===== src/rtl/mem_access_stage_pkg.sv =====
// rtl/mem_access_stage_pkg.sv - shared widths and memory width codes for the MEM stage
package mem_access_stage_pkg;

    localparam int NB_DATA = 32;
    localparam int NB_REG  = 5;

    // Width codes carried from decode to the memory ports; 2'b10 is illegal.
    localparam logic [1:0] W_WORD = 2'b00;
    localparam logic [1:0] W_HALF = 2'b01;
    localparam logic [1:0] W_BYTE = 2'b11;

endpackage


===== src/rtl/mem_access_stage_load_formatter.sv =====
// rtl/mem_access_stage_load_formatter.sv - load width/sign extension and alignment check
module load_formatter #(
    parameter int NB_DATA = 32
) (
    input  logic [NB_DATA-1:0] i_data,
    input  logic [1:0]         i_width,
    input  logic               i_unsigned,
    input  logic [1:0]         i_addr_lo,
    output logic [NB_DATA-1:0] o_data,
    output logic               o_misaligned
);
    import mem_access_stage_pkg::*;

    // Memory returns the addressed item right-justified; extend it to the datapath width.
    always_comb begin
        o_data       = i_data;
        o_misaligned = 1'b0;
        case (i_width)
            W_BYTE: begin
                o_data = i_unsigned ? {{(NB_DATA-8){1'b0}}, i_data[7:0]}
                                    : {{(NB_DATA-8){i_data[7]}}, i_data[7:0]};
            end
            W_HALF: begin
                o_data = i_unsigned ? {{(NB_DATA-16){1'b0}}, i_data[15:0]}
                                    : {{(NB_DATA-16){i_data[15]}}, i_data[15:0]};
                o_misaligned = i_addr_lo[0];
            end
            W_WORD: begin
                o_misaligned = |i_addr_lo;
            end
            default: begin
                o_data       = '0;
                o_misaligned = 1'b1;
            end
        endcase
    end

endmodule


===== src/rtl/mem_access_stage.sv =====
// rtl/mem_access_stage.sv - EX/MEM register, data memory port drive, load formatting into MEM/WB
module mem_access_stage #(
    parameter int NB_DATA    = 32,
    parameter int N_ADDRESS  = 64,
    parameter int NB_ADDRESS = $clog2(N_ADDRESS),
    parameter int NB_REG     = 5
) (
    input  logic                  i_clk,
    input  logic                  i_rst_n,
    input  logic                  i_stall,
    input  logic                  i_flush,
    input  logic [NB_DATA-1:0]    i_ex_alu_result,
    input  logic [NB_DATA-1:0]    i_ex_store_data,
    input  logic                  i_ex_mem_read,
    input  logic                  i_ex_mem_write,
    input  logic                  i_ex_reg_write,
    input  logic                  i_ex_mem_to_reg,
    input  logic [1:0]            i_ex_width,
    input  logic                  i_ex_unsigned,
    input  logic [NB_REG-1:0]     i_ex_rd,
    input  logic                  i_dbg_en,
    input  logic [NB_ADDRESS-1:0] i_dbg_addr,
    output logic [NB_ADDRESS-1:0] o_mem_r_addr,
    output logic [NB_ADDRESS-1:0] o_mem_w_addr,
    output logic                  o_mem_r_en,
    output logic                  o_mem_w_en,
    output logic [1:0]            o_mem_r_addressing,
    output logic [1:0]            o_mem_w_addressing,
    output logic [NB_DATA-1:0]    o_mem_w_data,
    input  logic [NB_DATA-1:0]    i_mem_r_data,
    output logic [NB_DATA-1:0]    o_dbg_data,
    output logic [NB_DATA-1:0]    o_wb_data,
    output logic [NB_DATA-1:0]    o_wb_alu_result,
    output logic [NB_REG-1:0]     o_wb_rd,
    output logic                  o_wb_reg_write,
    output logic                  o_wb_mem_to_reg,
    output logic                  o_wb_exc,
    output logic                  o_exc_sticky
);
    import mem_access_stage_pkg::*;

    logic [NB_DATA-1:0] r_alu_result;
    logic [NB_DATA-1:0] r_store_data;
    logic               r_mem_read;
    logic               r_mem_write;
    logic               r_reg_write;
    logic               r_mem_to_reg;
    logic [1:0]         r_width;
    logic               r_unsigned;
    logic [NB_REG-1:0]  r_rd;

    logic [NB_DATA-1:0] r_wb_data;
    logic [NB_DATA-1:0] r_wb_alu_result;
    logic [NB_REG-1:0]  r_wb_rd;
    logic               r_wb_reg_write;
    logic               r_wb_mem_to_reg;
    logic               r_wb_exc;
    logic               r_exc_sticky;

    logic               w_hold;
    logic               w_misaligned;
    logic               w_out_of_range;
    logic               w_fault;
    logic [NB_DATA-1:0] w_fmt_in;
    logic [NB_DATA-1:0] w_fmt_data;
    logic [NB_DATA-1:0] w_load_data;

    // A debug read halts the pipeline so an in-flight store is not lost while the port is borrowed.
    assign w_hold         = i_stall | i_dbg_en;
    assign w_out_of_range = |r_alu_result[NB_DATA-1:NB_ADDRESS];
    assign w_fault        = (r_mem_read | r_mem_write) & (w_misaligned | w_out_of_range);
    assign w_fmt_in       = i_dbg_en ? '0 : i_mem_r_data;
    assign w_load_data    = (r_mem_read & !w_fault) ? w_fmt_data : '0;

    load_formatter #(.NB_DATA(NB_DATA)) u_load_formatter (
        .i_data       (w_fmt_in),
        .i_width      (r_width),
        .i_unsigned   (r_unsigned),
        .i_addr_lo    (r_alu_result[1:0]),
        .o_data       (w_fmt_data),
        .o_misaligned (w_misaligned)
    );

    assign o_mem_w_addr       = r_alu_result[NB_ADDRESS-1:0];
    assign o_mem_w_addressing = r_width;
    assign o_mem_w_data       = r_store_data;
    assign o_mem_w_en         = r_mem_write & !w_fault & !i_stall & !i_dbg_en;
    assign o_mem_r_addr       = i_dbg_en ? (i_dbg_addr & ~NB_ADDRESS'(3)) : r_alu_result[NB_ADDRESS-1:0];
    assign o_mem_r_addressing = i_dbg_en ? W_WORD : r_width;
    assign o_mem_r_en         = i_dbg_en | (r_mem_read & !w_fault);
    assign o_dbg_data         = i_dbg_en ? i_mem_r_data : '0;

    assign o_wb_data          = r_wb_data;
    assign o_wb_alu_result    = r_wb_alu_result;
    assign o_wb_rd            = r_wb_rd;
    assign o_wb_reg_write     = r_wb_reg_write;
    assign o_wb_mem_to_reg    = r_wb_mem_to_reg;
    assign o_wb_exc           = r_wb_exc;
    assign o_exc_sticky       = r_exc_sticky;

    // EX/MEM register: flush inserts a bubble even while held.
    always_ff @(posedge i_clk or negedge i_rst_n) begin
        if (!i_rst_n) begin
            r_alu_result <= '0;
            r_store_data <= '0;
            r_mem_read   <= 1'b0;
            r_mem_write  <= 1'b0;
            r_reg_write  <= 1'b0;
            r_mem_to_reg <= 1'b0;
            r_width      <= W_WORD;
            r_unsigned   <= 1'b0;
            r_rd         <= '0;
        end else if (i_flush) begin
            r_mem_read   <= 1'b0;
            r_mem_write  <= 1'b0;
            r_reg_write  <= 1'b0;
            r_mem_to_reg <= 1'b0;
        end else if (!w_hold) begin
            r_alu_result <= i_ex_alu_result;
            r_store_data <= i_ex_store_data;
            r_mem_read   <= i_ex_mem_read;
            r_mem_write  <= i_ex_mem_write;
            r_reg_write  <= i_ex_reg_write;
            r_mem_to_reg <= i_ex_mem_to_reg;
            r_width      <= i_ex_width;
            r_unsigned   <= i_ex_unsigned;
            r_rd         <= i_ex_rd;
        end
    end

    // MEM/WB register: faulting accesses retire with no register write and the exception bit set.
    always_ff @(posedge i_clk or negedge i_rst_n) begin
        if (!i_rst_n) begin
            r_wb_data       <= '0;
            r_wb_alu_result <= '0;
            r_wb_rd         <= '0;
            r_wb_reg_write  <= 1'b0;
            r_wb_mem_to_reg <= 1'b0;
            r_wb_exc        <= 1'b0;
        end else if (!w_hold) begin
            r_wb_data       <= w_load_data;
            r_wb_alu_result <= r_alu_result;
            r_wb_rd         <= r_rd;
            r_wb_reg_write  <= r_reg_write & !w_fault;
            r_wb_mem_to_reg <= r_mem_to_reg;
            r_wb_exc        <= w_fault;
        end
    end

    // Sticky exception flag, set alongside the first retired fault.
    always_ff @(posedge i_clk or negedge i_rst_n) begin
        if (!i_rst_n) begin
            r_exc_sticky <= 1'b0;
        end else if (!w_hold && w_fault) begin
            r_exc_sticky <= 1'b1;
        end
    end

endmodule

===== config.mk =====
export PLATFORM = sky130hd
export DESIGN_NAME = mem_access_stage
export DESIGN_NICKNAME = d
export VERILOG_FILES = /design/src/rtl/mem_access_stage_pkg.sv /design/src/rtl/mem_access_stage_load_formatter.sv /design/src/rtl/mem_access_stage.sv
export SDC_FILE = /design/constraint.sdc
export NUM_CORES = 1
export LEC_CHECK = 0
export BUFFER_PORTS_ARGS = -buffer_cell sky130_fd_sc_hd__buf_2
export CAP_MARGIN = 20
export CORE_UTILIZATION = 49
export CTS_BUF_LIST = sky130_fd_sc_hd__clkbuf_4 sky130_fd_sc_hd__clkbuf_8
export CTS_CLUSTER_SIZE = 12
export DETAILED_ROUTE_END_ITERATION = 10
export GPL_TIMING_DRIVEN = 0
export PLACE_DENSITY_LB_ADDON = 0.05
export SYNTH_ARGS = -nofsm -noshare
export SYNTH_HDL_FRONTEND = slang
export SYNTH_SLANG_ARGS = --single-unit

===== constraint.sdc =====
create_clock -name i_clk -period 2.4 [get_ports i_clk]
set_input_delay 0.48 -clock i_clk [delete_from_list [all_inputs] [get_ports i_clk]]
set_output_delay 0.48 -clock i_clk [all_outputs]
set_load 0.01 [all_outputs]

==> qor.log, run 1 <==
qor: final_layout.nets 951
qor: synthesis.netlist_top_cells_area dfrtp_1 60%, mux2_2 13%, nand2_1 9.0%
qor: synthesis.yosys.area.top_type_share 0.5995
qor: floorplan.fp.dieH 114.7 um
qor: final_layout.mostFrequentLayoutCell buf_2
qor: sta.timing.final.crit_share 1.129
qor: synthesis.yosysSeqAreaShare 0.5995
qor: clock_tree.cts.path.max_buffers 2
qor: clock_tree.ctsHtreeMaxLevel 4
qor: floorplan.top_level_ports 274
qor: synthesis.postSynthNetCount 658
qor: critical_path.crit-reg2reg-launch r_alu_result[8]
qor: status.run_status complete, but fails checks
qor: synthesis.synthesis.area 6220 um2
qor: place.dpl.cell_count 978
qor: global_route.grt_util_all_layers 0.2560
qor: power_and_ir_drop.netSwitchingFraction 0.2873
qor: sta.setup_viol 2
qor: clock_tree.hold_buffers 0
qor: critical_path.ff_to_ff_end o_wb_data[16]
qor: power_and_ir_drop.power_density 754.0 nW/um2
qor: clock_tree.clkLatencyLatePin 450 ps
qor: power_and_ir_drop.cellLeakagePower 4.331 nW
qor: global_route.largest_net_degree_at_the_start_of_global_routing 79
qor: sta.final_hold_viol_count 0
qor: critical_path.setup.reg_to_reg.worst_slack 370 ps
qor: clock_tree.cts_made_buffers 17
qor: critical_path.cp_slowest_stage_delay 560 ps
qor: final_layout.area_delta_synth_final 32.45%
qor: critical_path.timing.critical_path.fanout_max 3
qor: detailed_routing.drt_iter0_drc 150
qor: sta.maxSlewHeadroom 0.3917
qor: final_layout.seq_area 3730 um2
qor: detailed_routing.wl_per_cell 15.89 um
qor: global_route.global_route_wire_length_before_repair 25.12 mm
qor: final_layout.most-common-layout-cells 278 x buf_2, 149 x nand2_1, 148 x dfrtp_1
qor: critical_path.critical_path_class flop to output port
qor: synthesis.total_of_flip_flops_plus_latches_after_synthesis 149
qor: clock_tree.clock_sink_count 149
qor: synthesis.async_flop_share 1.000
qor: final_layout.final_layout_size_suffix_gt1_frac 0.5125
qor: critical_path.worstSetupEndpointType output port
qor: critical_path.worst-endpoint-arrival 2230 ps
qor: synthesis.yosysUniqueCellTypes 36
qor: floorplan.floorplan.die_area 13150 um2
qor: clock_tree.cts_tree done
qor: detailed_routing.drt_drc_violations_left 0
qor: detailed_routing.via_density_per_instance 4.962
qor: final_layout.finalNonFillerCells 1012
qor: sta.setup_total_negative_slack -571.5 ps
qor: sta.achievable-frequency 369.0 MHz
qor: sta.setup_repair_after_global_routing_missed_its_margin yes
qor: synthesis.synth_area_per_cell 11.54 um2
qor: critical_path.cpMaxStageDelayCell or4_4
qor: critical_path.start_kind flop
qor: critical_path.reg2regPathDepth 6
qor: power_and_ir_drop.vdd_drop_max 0.4987 mV
qor: floorplan.std_cell_rows 40
qor: global_route.grt_pass1_vias 4980
qor: power_and_ir_drop.power_frac_comb 0.200
qor: final_layout.layout.filler_cells 1040
qor: detailed_routing.route.antenna.remaining_nets 0
qor: power_and_ir_drop.power.net_switching 1.785 mW
qor: place.pre_cts_slack 95.92 ps
qor: critical_path.required 1920 ps
qor: clock_tree.cts-root-buf clkbuf_8
qor: status.violations setup timing
qor: sta.finClkSkew 14.09 ps
qor: final_layout.multiInputGateArea 2306 um2
qor: place.hpwl 12.00 mm
qor: floorplan.floorplan.initialDensity 0.5093
qor: run.cap_viol_max_count 0
qor: global_route.antenna_found_initial 0
qor: floorplan.core_region_area 12210 um2
qor: synthesis.yosys.area.top_type dfrtp_1
qor: critical_path.path_cells or4_4 -> a2111oi_4 -> and3_4 -> and3_1 -> buf_6
qor: place.port-buffer-count 270
qor: detailed_routing.via_total_after_detailed_routing 5022
qor: synthesis.synth_enable_flop_cells 0
qor: synthesis.synth-warning-count 0
qor: floorplan.floorplan.die.width 114.7 um
qor: detailed_routing.drt_wl_total 16.08 mm
qor: sta.layout_min_cycle_time 2710 ps
qor: sta.slew_viol_final 0
qor: clock_tree.clkTransAtPathRegs 70 ps
qor: sta.post-route-worst-setup-slack -310.0 ps
qor: global_route.grt_overflow_total 0
qor: power_and_ir_drop.finalPower 6.211 mW
qor: min_path.hold_removal_path_class input port to async pin
qor: power_and_ir_drop.p_int 4.427 mW
qor: power_and_ir_drop.seqPwrFrac 0.502
qor: power_and_ir_drop.clock_power_share 0.299
qor: synthesis.synthesis.instances 539
qor: detailed_routing.drt-pass1-iter-count 4
qor: synthesis.most_used_dff_post_synth dfrtp_1
qor: place.gpl.final_weighted_congestion 0.7765
qor: sta.worst-slew-pin-transition 905.5 ps
how the worst max path moves through the flow:
stage,from,to,slack (ps),cells after the start
6_report,r_alu_result[8],o_mem_w_en,-310,5
3_5_place_dp,r_alu_result[8],o_mem_w_en,100,5
5_1_grt,r_alu_result[8],o_mem_w_en,-390,5
2_1_floorplan,r_alu_result[8],o_mem_w_en,280,4
4_1_cts,r_alu_result[8],o_mem_w_en,-350,5
3_3_place_gp,i_rst_n,o_mem_w_data[7],-1220,1
logic make-up (layout without fill, tap and decap cells):
family / Yosys count / after routing / share of synthesized area
and+or+nand+nor: 208 / 208 / 0.1509
AOI/OAI and AO/OA: 70 / 70 / 0.08208
DFF: 149 / 149 / 0.5995
buffers and inverters: 37 / 341 / 0.03178
other: 0 / 1 / 0
muxes: 75 / 75 / 0.1358
power groups by stage:
stage / clock network [mW] / registers (mW) / logic (mW)
finish: 1.85 / 3.12 / 1.24
CTS: 1.90 / 3.12 / 1.26
global placement: 0 / 3.14 / 1.22
global route: 2.00 / 3.17 / 1.37
floorplan: 0 / 3.23 / 0.544
detailed placement: 0 / 3.16 / 1.26
stage by stage:
step	area (um2)	hold slack, ps	util
6_report	8238	35.33	0.6746
3_5_place_dp	7815	448.4	0.6400
2_1_floorplan	6220	184.4	-
3_3_place_gp	7781	446.2	0.6372
4_1_cts	8212	65.40	0.6724
5_1_grt	8235	93.15	0.6744
worst max-delay path, delay by kind of cell (launching register included):
kind | cells | cell delay, ps
compound gates | 1 | 310
buf+inv | 1 | 110
flops | 1 | 400
simple gates | 3 | 970
per-layer routing:
layer,vias up,wire length [um],track usage
met2,189,8273,0.4323
li1,2389,-,-
met1,2430,6303,0.3128
met3,14,1336,0.07835
met4,0,163,0.08571
met5,-,0,0
synthesized netlist by cell type, drive strengths merged (2+ instances only):
library cell	instances
nand2	149
a22o	8
mux2	75
nor4	3
and2	32
clkbuf	14
a21oi	29
nor2b	3
nor2	10
and3	2
dfrtp	149
or4	3
o21ai	27
buf	22
layout make-up:
type | count | area share
repair buffers | 274 | 0.1724
flip-flops and latches | 149 | 0.4528
multi-input cells | 353 | 0.2799
clock buffers | 20 | 0.03190
plain buffers | 36 | 0.02354
diodes | 1 | 0.0003038
clock inverters | 10 | 0.01321
well taps | 168 | 0.02552
inverters | 1 | 0.0004557
what timing repair did:
action,4_1_cts,5_1_grt
resized for setup,5,2
hold endpoints to repair,0,0
pin swaps,0,1
buffers inserted,1,2
gates cloned,0,0
endpoints found under the setup margin,2,2
Note: power is estimated with default switching activity, not from simulation.
==> run 2: changes to the inputs <==
--- a/config.mk
+++ b/config.mk
@@ -9,10 +9,11 @@
 export CAP_MARGIN = 20
 export CORE_UTILIZATION = 49
 export CTS_BUF_LIST = sky130_fd_sc_hd__clkbuf_4 sky130_fd_sc_hd__clkbuf_8
+export CTS_CLUSTER_DIAMETER = 60
 export CTS_CLUSTER_SIZE = 12
 export DETAILED_ROUTE_END_ITERATION = 10
 export GPL_TIMING_DRIVEN = 0
-export PLACE_DENSITY_LB_ADDON = 0.05
+export PLACE_DENSITY = 0.82
 export SYNTH_ARGS = -nofsm -noshare
 export SYNTH_HDL_FRONTEND = slang
 export SYNTH_SLANG_ARGS = --single-unit
==> qor.log, run 2 (synthesized netlist as in run 1, its figures left out) <==
qor: status.run_status complete, but fails checks [unchanged]
qor: status.violations setup timing [unchanged]
qor: clock_tree.clkLatencyLatePin 450 ps [about the same]
qor: sta.finClkSkew 10.95 ps [was 14.09 ps]
qor: power_and_ir_drop.vdd_drop_max 0.4585 mV [was 0.4987 mV]
qor: sta.timing.final.crit_share 1.111 [was 1.129]
qor: place.dpl.cell_count 978 [unchanged]
qor: floorplan.std_cell_rows 40 [unchanged]
qor: global_route.antenna_found_initial 0 [unchanged]
qor: detailed_routing.wl_per_cell 16.57 um [was 15.89 um]
qor: clock_tree.ctsHtreeMaxLevel 4 [unchanged]
qor: critical_path.worstSetupEndpointType output port [unchanged]
qor: sta.slew_viol_final 0 [unchanged]
qor: sta.maxSlewHeadroom 0.3385 [was 0.3917]
qor: run.cap_viol_max_count 0 [unchanged]
qor: final_layout.mostFrequentLayoutCell buf_2 [unchanged]
qor: min_path.holdPathStages 3
qor: final_layout.layout.filler_cells 990 [was 1040]
qor: min_path.holdCritStartpoint i_ex_width[1]
qor: min_path.min_to o_mem_w_addressing[1]
qor: detailed_routing.drt_drc_violations_left 0 [unchanged]
qor: final_layout.stdcell_area 8272 um2 [was 8238 um2]
qor: critical_path.reg2regPathDepth 4 [was 6]
qor: clock_tree.cts.path.max_buffers 2 [unchanged]
qor: power_and_ir_drop.cellLeakagePower 4.344 nW [was 4.331 nW]
qor: detailed_routing.drt-pass1-iter-count 4 [unchanged]
qor: detailed_routing.route.antenna.remaining_nets 0 [unchanged]
qor: place.post_dp_cell_area 7815 um2 [unchanged]
qor: critical_path.required 1920 ps [about the same]
qor: place.port-buffer-count 270 [unchanged]
qor: critical_path.critical_path_class flop to output port [unchanged]
qor: detailed_routing.via_total_after_detailed_routing 5096 [was 5022]
qor: global_route.grt_pass1_vias 5149 [was 4980]
qor: sta.setup_viol 2 [unchanged]
qor: critical_path.setup.reg_to_reg.worst_slack 310 ps [was 370 ps]
qor: floorplan.floorplan.initialDensity 0.5093 [unchanged]
qor: final_layout.most-common-layout-cells 279 x buf_2, 149 x nand2_1, 148 x dfrtp_1 [was 278 x buf_2, 149 x nand2_1, 148 x dfrtp_1]
qor: floorplan.top_level_ports 274 [unchanged]
qor: sta.post-route-worst-setup-slack -266.7 ps [was -310.0 ps]
qor: sta.finalHoldWorstSlack 245.1 ps [was 35.33 ps]
qor: floorplan.floorplan.die.width 114.7 um [unchanged]
qor: detailed_routing.drt_iter0_drc 229 [was 150]
qor: place.gpl.final_weighted_congestion 0.8180 [was 0.7765]
qor: clock_tree.cts_made_buffers 17 [unchanged]
qor: sta.worst-slew-pin-transition 984.7 ps [was 905.5 ps]
qor: place.hpwl 12.49 mm [was 12.00 mm]
qor: global_route.grt_util_all_layers 0.2671 [was 0.2560]
qor: critical_path.timing.critical_path.fanout_max 4 [was 3]
qor: final_layout.count_of_antenna_diodes_in_the_layout 0 [was 1]
qor: final_layout.final_layout_size_suffix_gt1_frac 0.5153 [was 0.5125]
qor: clock_tree.clkTransAtPathRegs 90 ps [was 70 ps]
qor: power_and_ir_drop.finalPower 6.225 mW [was 6.211 mW]
qor: sta.layout_min_cycle_time 2667 ps [was 2710 ps]
qor: sta.final_hold_viol_count 0 [unchanged]
qor: final_layout.area_delta_synth_final 32.99% [was 32.45%]
qor: clock_tree.cts-root-buf clkbuf_8 [unchanged]
qor: clock_tree.cts_tree done [unchanged]
qor: sta.achievable-frequency 375.0 MHz [was 369.0 MHz]
qor: floorplan.floorplan.die_area 13150 um2 [unchanged]
qor: critical_path.ff_to_ff_end o_wb_data[29] [was o_wb_data[16]]
qor: detailed_routing.drt_wl_total 16.87 mm [was 16.08 mm]
qor: power_and_ir_drop.power_density 752.5 nW/um2 [was 754.0 nW/um2]
qor: critical_path.worst-endpoint-arrival 2190 ps [was 2230 ps]
qor: critical_path.crit-reg2reg-launch o_mem_w_addressing[0] [was r_alu_result[8]]
qor: floorplan.fp.dieH 114.7 um [unchanged]
qor: global_route.largest_net_degree_at_the_start_of_global_routing 93 [was 79]
qor: floorplan.core_region_area 12210 um2 [unchanged]
qor: clock_tree.clock_sink_count 149 [unchanged]
qor: final_layout.finalNonFillerCells 1018 [was 1012]
qor: global_route.global_route_wire_length_before_repair 26.27 mm [was 25.12 mm]
qor: critical_path.start_kind flop [unchanged]
qor: detailed_routing.via_density_per_instance 5.006 [was 4.962]
qor: global_route.grt_overflow_total 0 [unchanged]
qor: min_path.hold_removal_path_class input port to flop [was input port to async pin]
qor: final_layout.nets 956 [was 951]
qor: sta.setup_repair_after_global_routing_missed_its_margin yes [unchanged]
-- run 2: power by group --
part / internal (mW) / leakage (nW) / switching (mW) / total (mW)
clock: 0.880 / 0.180 / 0.947 / 1.83
combinational: 0.615 / 2.30 / 0.659 / 1.27
sequential: 2.87 / 1.86 / 0.249 / 3.12
-- run 2: final cells by class --
| class | count | area (um2) | share of cell area |
|---|---|---|---|
| Inverter | 1 | 3.754 | 0.0004538 |
| Clock inverter | 12 | 105.1 | 0.01271 |
| Sequential cell | 149 | 3730 | 0.4509 |
| Multi-Input combinational cell | 353 | 2306 | 0.2788 |
| Timing Repair Buffer | 279 | 1454 | 0.1758 |
| Buffer | 36 | 193.9 | 0.02345 |
| Tap cell | 168 | 210.2 | 0.02541 |
| Clock buffer | 20 | 269.0 | 0.03252 |
-- run 2: how the worst max path moves through the flow --
stage                                 from          endpoint  slack [ps]  cells after the start
after floorplan            r_alu_result[8]        o_mem_w_en         280                      4
after global routing       r_alu_result[8]        o_mem_w_en        -380                      5
after global placement             i_rst_n  o_mem_w_data[30]       -1280                      1
after detailed placement   r_alu_result[6]        o_mem_w_en           6                      5
after CTS                 r_alu_result[11]        o_mem_w_en        -400                      5
final                      r_alu_result[6]        o_mem_w_en        -270                      5
-- run 2: stage by stage --
step / worst slack (ps) / util / TNS [ps]
3_5_place_dp: 6.393 / 0.6400 / 0
4_1_cts: -397.3 / 0.6750 / -762.4
6_report: -266.7 / 0.6774 / -490.4
5_1_grt: -379.7 / 0.6774 / -709.1
3_3_place_gp: -1278 / 0.6372 / -188400
2_1_floorplan: 279.7 / - / 0
-- run 2: per-layer routing --
metal  global-route usage  vias to the layer above  share of wire
li1                     -                     2390              -
met1               0.3270                     2466           0.41
met2               0.4469                      214           0.50
met3              0.07835                       26          0.070
met4               0.1030                        0          0.020
met5                    0                        -              0
-- run 2: worst max-delay path, stage by stage (launching register included) --
cell	delay, ps
dfrtp_1	400
or4_1	560
nor2_2	260
and3_4	250
and3_1	140
buf_2	130
-- run 2: timing repair --
item,CTS,global route
resized for setup,2,3
hold buffers,1,0
endpoints found under the setup margin,2,2
endpoints found under the hold margin,13,0
setup buffers,5,2
pin swaps,2,3
